<file path="src/rtl/rv_isa_pkg.sv">
// Shared RV32I definitions for the instruction encoder: instruction formats,
// common opcodes, the canonical NOP and a range-check helper for immediates.
package rv_isa_pkg;

  // Instruction formats as presented on in_fmt; codes 6 and 7 are illegal.
  typedef enum logic [2:0] {
    FMT_R = 3'd0,
    FMT_I = 3'd1,
    FMT_S = 3'd2,
    FMT_B = 3'd3,
    FMT_U = 3'd4,
    FMT_J = 3'd5
  } fmt_e;

  // Encoder sequencing states.
  typedef enum logic [1:0] {
    ST_IDLE  = 2'd0,
    ST_RUN   = 2'd1,
    ST_DRAIN = 2'd2
  } enc_state_e;

  // Base opcodes of RV32I, for the loader and self-test sequencer.
  localparam logic [6:0] OP_LUI    = 7'b0110111;
  localparam logic [6:0] OP_AUIPC  = 7'b0010111;
  localparam logic [6:0] OP_JAL    = 7'b1101111;
  localparam logic [6:0] OP_JALR   = 7'b1100111;
  localparam logic [6:0] OP_BRANCH = 7'b1100011;
  localparam logic [6:0] OP_LOAD   = 7'b0000011;
  localparam logic [6:0] OP_STORE  = 7'b0100011;
  localparam logic [6:0] OP_IMM    = 7'b0010011;
  localparam logic [6:0] OP_REG    = 7'b0110011;

  // addi x0, x0, 0 -- emitted in place of words with an unknown format.
  localparam logic [31:0] NOP_INSTR = 32'h0000_0013;

  // True when imm[31:top_lsb] are all copies of the sign bit, i.e. the value
  // survives truncation to a (top_lsb+1)-bit signed field.
  function automatic logic imm_fits(input logic [31:0] imm, input int top_lsb);
    logic ok;
    ok = 1'b1;
    for (int i = 0; i < 32; i++) begin
      if (i >= top_lsb && imm[i] != imm[31]) ok = 1'b0;
    end
    return ok;
  endfunction

endpackage

</file>
<file path="src/rtl/instr_pack.sv">
// Combinational RV32I packer: scatters the immediate into the bit positions of
// the selected format and reports whether the immediate was representable.
module instr_pack
  import rv_isa_pkg::*;
(
  input  logic [2:0]  fmt,
  input  logic [6:0]  opcode,
  input  logic [4:0]  rd,
  input  logic [4:0]  rs1,
  input  logic [4:0]  rs2,
  input  logic [2:0]  funct3,
  input  logic [6:0]  funct7,
  input  logic [31:0] imm,
  output logic [31:0] instr,
  output logic        err
);

  // Format-dependent packing and legality check.
  always_comb begin
    // NOTE: both outputs get a default before the case so no path leaves them
    // unassigned; that is what keeps this block free of inferred latches.
    instr = NOP_INSTR;
    err   = 1'b1;
    case (fmt)
      FMT_R: begin
        instr = {funct7, rs2, rs1, funct3, rd, opcode};
        err   = 1'b0;
      end
      FMT_I: begin
        instr = {imm[11:0], rs1, funct3, rd, opcode};
        err   = !imm_fits(imm, 11);
      end
      FMT_S: begin
        instr = {imm[11:5], rs2, rs1, funct3, imm[4:0], opcode};
        err   = !imm_fits(imm, 11);
      end
      FMT_B: begin
        instr = {imm[12], imm[10:5], rs2, rs1, funct3, imm[4:1], imm[11], opcode};
        err   = !imm_fits(imm, 12) || imm[0];
      end
      FMT_U: begin
        instr = {imm[31:12], rd, opcode};
        err   = (imm[11:0] != 12'd0);
      end
      FMT_J: begin
        instr = {imm[20], imm[10:1], imm[11], imm[19:12], rd, opcode};
        err   = !imm_fits(imm, 20) || imm[0];
      end
      default: begin
        instr = NOP_INSTR;
        err   = 1'b1;
      end
    endcase
  end

endmodule

</file>
<file path="src/rtl/instr_encoder.sv">
// Streaming RV32I encoder: accepts decoded fields for a program of len words,
// emits packed instructions tagged with sequential word addresses through a
// single registered output stage, and tracks immediate/format errors.
module instr_encoder
  import rv_isa_pkg::*;
#(
  parameter int ADDR_W    = 8,
  parameter int BASE_ADDR = 0
) (
  input  logic              clk,
  input  logic              rst,
  input  logic              start,
  input  logic [ADDR_W:0]   len,
  input  logic              in_valid,
  output logic              in_ready,
  input  logic [2:0]        in_fmt,
  input  logic [6:0]        in_opcode,
  input  logic [4:0]        in_rd,
  input  logic [4:0]        in_rs1,
  input  logic [4:0]        in_rs2,
  input  logic [2:0]        in_funct3,
  input  logic [6:0]        in_funct7,
  input  logic [31:0]       in_imm,
  output logic              out_valid,
  input  logic              out_ready,
  output logic [31:0]       out_instr,
  output logic [ADDR_W-1:0] out_addr,
  output logic              out_err,
  output logic              err_sticky,
  output logic              done,
  output logic              busy
);

  localparam logic [ADDR_W-1:0] BASE = ADDR_W'(BASE_ADDR);

  enc_state_e        state;
  logic [ADDR_W:0]   len_q;
  logic [ADDR_W:0]   count;
  logic [ADDR_W-1:0] next_addr;
  logic [31:0]       pack_instr;
  logic              pack_err;
  logic              accept;
  logic              last_accept;

  instr_pack u_pack (
    .fmt    (in_fmt),
    .opcode (in_opcode),
    .rd     (in_rd),
    .rs1    (in_rs1),
    .rs2    (in_rs2),
    .funct3 (in_funct3),
    .funct7 (in_funct7),
    .imm    (in_imm),
    .instr  (pack_instr),
    .err    (pack_err)
  );

  // Input is taken only while running and the output slot is free or leaving;
  // the combinational out_ready path is what gives one word per cycle.
  assign in_ready    = (state == ST_RUN) && (!out_valid || out_ready);
  assign accept      = in_valid && in_ready;
  assign last_accept = accept && ((count + 1'b1) == len_q);
  assign busy        = (state != ST_IDLE);

  // Program sequencing, output register, address and length counters.
  always_ff @(posedge clk or posedge rst) begin
    if (rst) begin
      state      <= ST_IDLE;
      len_q      <= '0;
      count      <= '0;
      next_addr  <= BASE;
      out_valid  <= 1'b0;
      out_instr  <= '0;
      out_addr   <= BASE;
      out_err    <= 1'b0;
      err_sticky <= 1'b0;
      done       <= 1'b0;
    end else begin
      // NOTE: non-blocking assignments throughout, so every register here sees
      // the pre-edge value of the others regardless of statement order.
      done <= 1'b0;
      case (state)
        ST_IDLE: begin
          if (start) begin
            if (len != '0) begin
              state      <= ST_RUN;
              len_q      <= len;
              count      <= '0;
              next_addr  <= BASE;
              err_sticky <= 1'b0;
            end else begin
              done <= 1'b1;
            end
          end
        end
        ST_RUN: begin
          if (accept) begin
            out_valid <= 1'b1;
            out_instr <= pack_instr;
            out_err   <= pack_err;
            out_addr  <= next_addr;
            next_addr <= next_addr + 1'b1;
            count     <= count + 1'b1;
            if (pack_err) err_sticky <= 1'b1;
            if (last_accept) state <= ST_DRAIN;
          end else if (out_ready) begin
            out_valid <= 1'b0;
          end
        end
        ST_DRAIN: begin
          if (out_valid && out_ready) begin
            out_valid <= 1'b0;
            state     <= ST_IDLE;
            done      <= 1'b1;
          end
        end
        default: state <= ST_IDLE;
      endcase
    end
  end

endmodule

</file>
<file path="config.mk">
export PLATFORM = sky130hd
export DESIGN_NAME = instr_encoder
export DESIGN_NICKNAME = d
export VERILOG_FILES = /design/src/rtl/rv_isa_pkg.sv /design/src/rtl/instr_pack.sv /design/src/rtl/instr_encoder.sv
export SDC_FILE = /design/constraint.sdc
export NUM_CORES = 1
export LEC_CHECK = 0
export CAP_MARGIN = 20
export CORE_ASPECT_RATIO = 0.8
export CORE_UTILIZATION = 25
export DETAILED_ROUTE_END_ITERATION = 7
export SETUP_SLACK_MARGIN = 0.1
export SLEW_MARGIN = 20
export SYNTH_ARGS = -nofsm -noshare
export SYNTH_HDL_FRONTEND = slang
export SYNTH_SLANG_ARGS = --single-unit
</file>
<file path="constraint.sdc">
create_clock -name clk -period 4.4 [get_ports clk]
set_clock_uncertainty 0.2 [all_clocks]
set_input_delay 0.88 -clock clk [delete_from_list [all_inputs] [get_ports clk]]
set_output_delay 0.88 -clock clk [all_outputs]
set_load 0.1 [all_outputs]
</file>
-- Word level (Yosys, flattened, before mapping)
Cells that the tools add are included.
- word-level logic and storage cells: 155
- bits in latches: 0
- register bits: 72
- memory bits (read-only): 0
- RAM bits: 0
- memories kept: 0
- bits of input ports: 81
- $mul: 0
- reductions and logical operators: 25
- add/subtract/negate cells: 2
- order comparisons: 0
- muxes and demuxes: 83
- shift operators: 0
- bitwise gates (word level): 0
- divide/modulo/power cells: 0
- equal/unequal tests: 35
- operators with widths (cell ; count):
    $pmux W32 S6 ; 1
    $mux W1 ; 64
    $mux W9 ; 3
    $mux W8 ; 3
    $ne A1 B1 Y1 ; 20
    $pmux W9 S2 ; 1
    $pmux W8 S2 ; 1
    $ne A2 B2 Y1 const B ; 6
    $reduce_bool A12 Y1 ; 1
    $mux W2 ; 5
    $reduce_and A5 Y1 ; 2
    $add A9 B1 Y9 const B ; 1
    $eq A9 B9 Y1 ; 1
    $reduce_bool A9 Y1 ; 1
    $add A8 B1 Y8 const B ; 1
    $eq A3 B2 Y1 const B ; 2
    $eq A3 B3 Y1 const B ; 2
    $pmux W1 S2 ; 3
    $pmux W1 S6 ; 1
    $pmux W2 S3 ; 1
    $reduce_and A3 Y1 ; 2
    $reduce_bool A2 Y1 ; 3
    $logic_not A1 Y1 ; 5
    $logic_and A1 B1 Y1 ; 4
    other kinds (9) ; 11

-- Logic depth before layout (Yosys ltp)
- word-level depth: 27
- depth in mapped cells: 7
- gate-level depth less buffers: 6

-- Modules after synthesis
Synthesis repeated with hierarchy kept, for this count alone.
- cell total of the unflattened synthesis: 478
- area, all modules: 4058.9 um^2
- by module, submodules not included (module ; cells each ; area an instance (um^2) ; times used ; seq. area each (um^2)):
    instr_encoder ; 354 ; 3240.6 ; 1 ; 1801.7
    instr_pack ; 124 ; 818.3 ; 1 ; 0.0

-- Worst setup path after synthesis
Ideal clock, no wire load.
- path type: reg2out
- start: register out_valid
- end: output port in_ready
- cell stages (with the launch flop): 3
- data required time: 3320 ps
- path buffers: 0
- setup slack: 1511 ps
- arrival: 1809 ps
- cells stage by stage: dfrtp_1 nand2b_1 and2_1
- cells in the longest elaborated chain, start to end: 3
- RTL lines (item ; line ; RTL):
    from (decl) ; instr_encoder.sv:24 ; output logic out_valid,
    from (signal assigned) ; instr_encoder.sv:72 ; out_valid <= 1'b0;
    from (signal assigned) ; instr_encoder.sv:98 ; out_valid <= 1'b1;
    from (signal assigned) ; instr_encoder.sv:107 ; out_valid <= 1'b0;
    $logic_not A1 Y1 ; instr_encoder.sv:60 ; assign in_ready = (state == ST_RUN) && (!out_valid || out_ready);
    $logic_or A1 B1 Y1 ; instr_encoder.sv:60 ;
    $logic_and A1 B1 Y1 ; instr_encoder.sv:60 ;
    to (decl) ; instr_encoder.sv:15 ; output logic in_ready,
No other way between the ends.

-- Worst setup path in the final report
- start: register state[1]
- end: output port busy
- cells in the longest elaborated chain, start to end: 1
- RTL lines (item ; line ; RTL):
    from (decl) ; instr_encoder.sv:36 ; enc_state_e state;
    from (signal assigned) ; instr_encoder.sv:68 ; state <= ST_IDLE;
    from (signal assigned) ; instr_encoder.sv:86 ; state <= ST_RUN;
    from (signal assigned) ; instr_encoder.sv:105 ; if (last_accept) state <= ST_DRAIN;
    $reduce_bool A2 Y1 ; instr_encoder.sv:63 ; assign busy = (state != ST_IDLE);
    to (decl) ; instr_encoder.sv:31 ; output logic busy
No other way between the ends.

==> reports/metrics.cfg <==
[floorplanning]
core_area_um2=15160
die-width_um=142.1
start_util_pct=25.88
die_area_um2=16210
fp-row-count=40
die_h_um=114.1
io_pins=127

[clocking]
cts.sinks=72
clk_pin_slew_ps=60
insertion_delay_ps=330
post_cts.repair.setup_buffers=0
root_buffer=clkbuf_16
hold_buffers=0
cts_tree=yes
h-tree-depth=3
clockBufferDepth=2
ctsResizeCount=0
numCtsBuffers=9

[yosys]
synthCells=435
avgSynthCellArea_um2=9.023
synthesis.nets=518
async_flop_share_pct=100.0
ys_seq_elements=72
synth_flop_cell=dfrtp_1
ys_seq_area_share_pct=45.90
synth_edf_count=0
synth.distinct_cells=55
syn_area_um2=3925
ys.warnings.count=0

[setup_path]
rr_worst_depth=6
critical_path_required_ps=3320
reg2reg_slack_ps=1870
crit_type=reg -> out
worst_r2r_endpoint=state[0]
critPathMaxFanout=6
cp-end-kind=primary output
cp_data_arrival_time_ps=2110
reg2reg_from=count[0]
cp-start-kind=register

[timing]
min_period_ps=3193
fmax_ghz=0.3132
maxSlewViolCount=0
fin_tns_setup_ps=0
max-slew-margin-rel_pct=30.57
final.period_utilization_pct=72.57
rsz0062_at_grt=no
worstMarginPinSlew_ps=1038
hold_violations=0
final-setup-viol-count=0

[route]
antenna_left=0
via_count=3716
drc_errors=0
wl_per_cell_um=15.44
drtIter0Drc=221
dr.pass1.iters=5
finalWirelength_um=11780
vias_per_cell=4.870

[global_route]
grt_pass1_wl_um=18960
antenna_found_initial=0
first_global_vias=3679
grt_overflow_total=0
grt_use_total_pct=14.83
grt_max_degree=73

[pwr]
p_leak_nw=2.311
p_per_area_nw_per_um2=769.0
finalPower_mw=4.351
ir_drop_mv=0.4739

[placed_design]
port_buffers=126
routabilityCongestion=0.8455
dp_hpwl_um=8995

[finish]
num_antenna_cells=0
final_cell_mix=125 x clkdlybuf4s50_1, 72 x dfrtp_1, 63 x nand2_1, 63 x nor2_1, 20 x a221oi_1
finish.utilization_pct=37.31
nNetsFinal=631
final_common_cell=clkdlybuf4s50_1
final_layout_size_suffix_gt1_share_pct=6.872
area_growth_pct=44.15

[job]
maxCapViolCount=0

[hold_path]
hold_depth=2
min_from=out_instr[6]
holdPathEnd=out_instr[6]
hp-class=reg -> reg

[status]
status=finished clean

## stage by stage
| stage | hold slack (ps) | instance area (µm²) | worst slack, ps | cells |
|---|---|---|---|---|
| after global placement | 252.8 | 5363 | 1116 | 747 |
| final | 270.4 | 5658 | 1207 | 763 |
| after CTS | 278.1 | 5658 | 1198 | 763 |
| after detailed placement | 264.1 | 5363 | 1025 | 747 |
| after floorplan | 258.6 | 3925 | 1495 | 435 |
| after global routing | 307.1 | 5658 | 1150 | 763 |
## worst max-delay path by stage
stage | end | cells past startpoint | start
floorplan | count[0] | 1 | rst
global placement | count[5] | 5 | out_ready
detailed placement | count[5] | 5 | out_ready
CTS | busy | 2 | state[1]
global route | busy | 2 | state[1]
finish | busy | 2 | state[1]
## final cells by class
type / instances / area (µm²)
Fill cell: 1513 / 9507
Clock buffer: 9 / 225.2
Sequential cell: 72 / 1802
Tap cell: 210 / 262.8
Clock inverter: 7 / 70.07
Multi-Input combinational cell: 329 / 1983
Inverter: 5 / 18.77
Timing Repair Buffer: 131 / 1296
## power by group
part	total, mW	leakage (nW)	internal [mW]	switching [mW]
logic	2.50	1.28	0.635	1.86
registers	1.13	0.890	0.914	0.216
clock network	0.722	0.146	0.438	0.283
## per-layer routing
layer / part of all wire, % / global-route usage [%]
met4: 1.3 / 4.444
met5: 0 / 0
met3: 6.1 / 3.179
met2: 43 / 21.83
met1: 49 / 21.62
## synthesized netlist by cell type (2+ instances only)
cell       number  area (µm²)
buf_2          12       60.06
xnor2_1         5       43.79
or3_1           2       12.51
a31oi_1         2       12.51
o21ai_0        15       75.07
o21ai_1        15       75.07
nor2b_1         4       25.02
a221oi_1       20       175.2
a31o_1          3       26.28
o221ai_1        2       17.52
a21oi_1        14       70.07
nor4b_1         3       26.28
nor3_1          9       45.04
o21a_1          2       15.01
o31ai_1         2       15.01
o2111ai_1       3       26.28
nand3_1        14       70.07
nand2b_1        2       12.51
and3_1          8       50.05
nor4_2          2       25.02
xor2_1         12       105.1
and2_1          2       12.51
o22ai_1         2       12.51
clkbuf_1       15       56.30
a22oi_1         6       45.04
inv_1           4       15.01
nor3b_1         3       22.52
nor4_1          4       25.02
dfrtp_1        72        1802
mux2_2          4       45.04
nand2_1        63       236.5
ha_1            2       25.02
mux2_1          9       101.4
mux2i_1         7       70.07
nand4_1         9       56.30
nor2_1         63       236.5
## worst max-delay path, cell delays in order, from the launching register on
cell and delay [ps]:
dfrtp_1 460, or2_4 190, clkdlybuf4s50_1 1130
## state kept, by name, indices dropped and copies added (netlist names)
register,cells
done,1
out_err,1
state,2
out_valid,1
len_q,9
out_instr,32
next_addr,8
err_sticky,1
out_addr,8
count,9
## cell families after synthesis
| group | Yosys count | synth area share, % |
|---|---|---|
| simple gates | 195 | 23.27 |
| compound gates | 95 | 17.15 |
| mux | 20 | 5.515 |
| xor+xnor | 17 | 3.793 |
| buf+inv | 34 | 3.729 |
| fa+ha+maj | 2 | 0.6374 |
| flops | 72 | 45.90 |
Note: power is estimated with default switching activity, not from simulation.
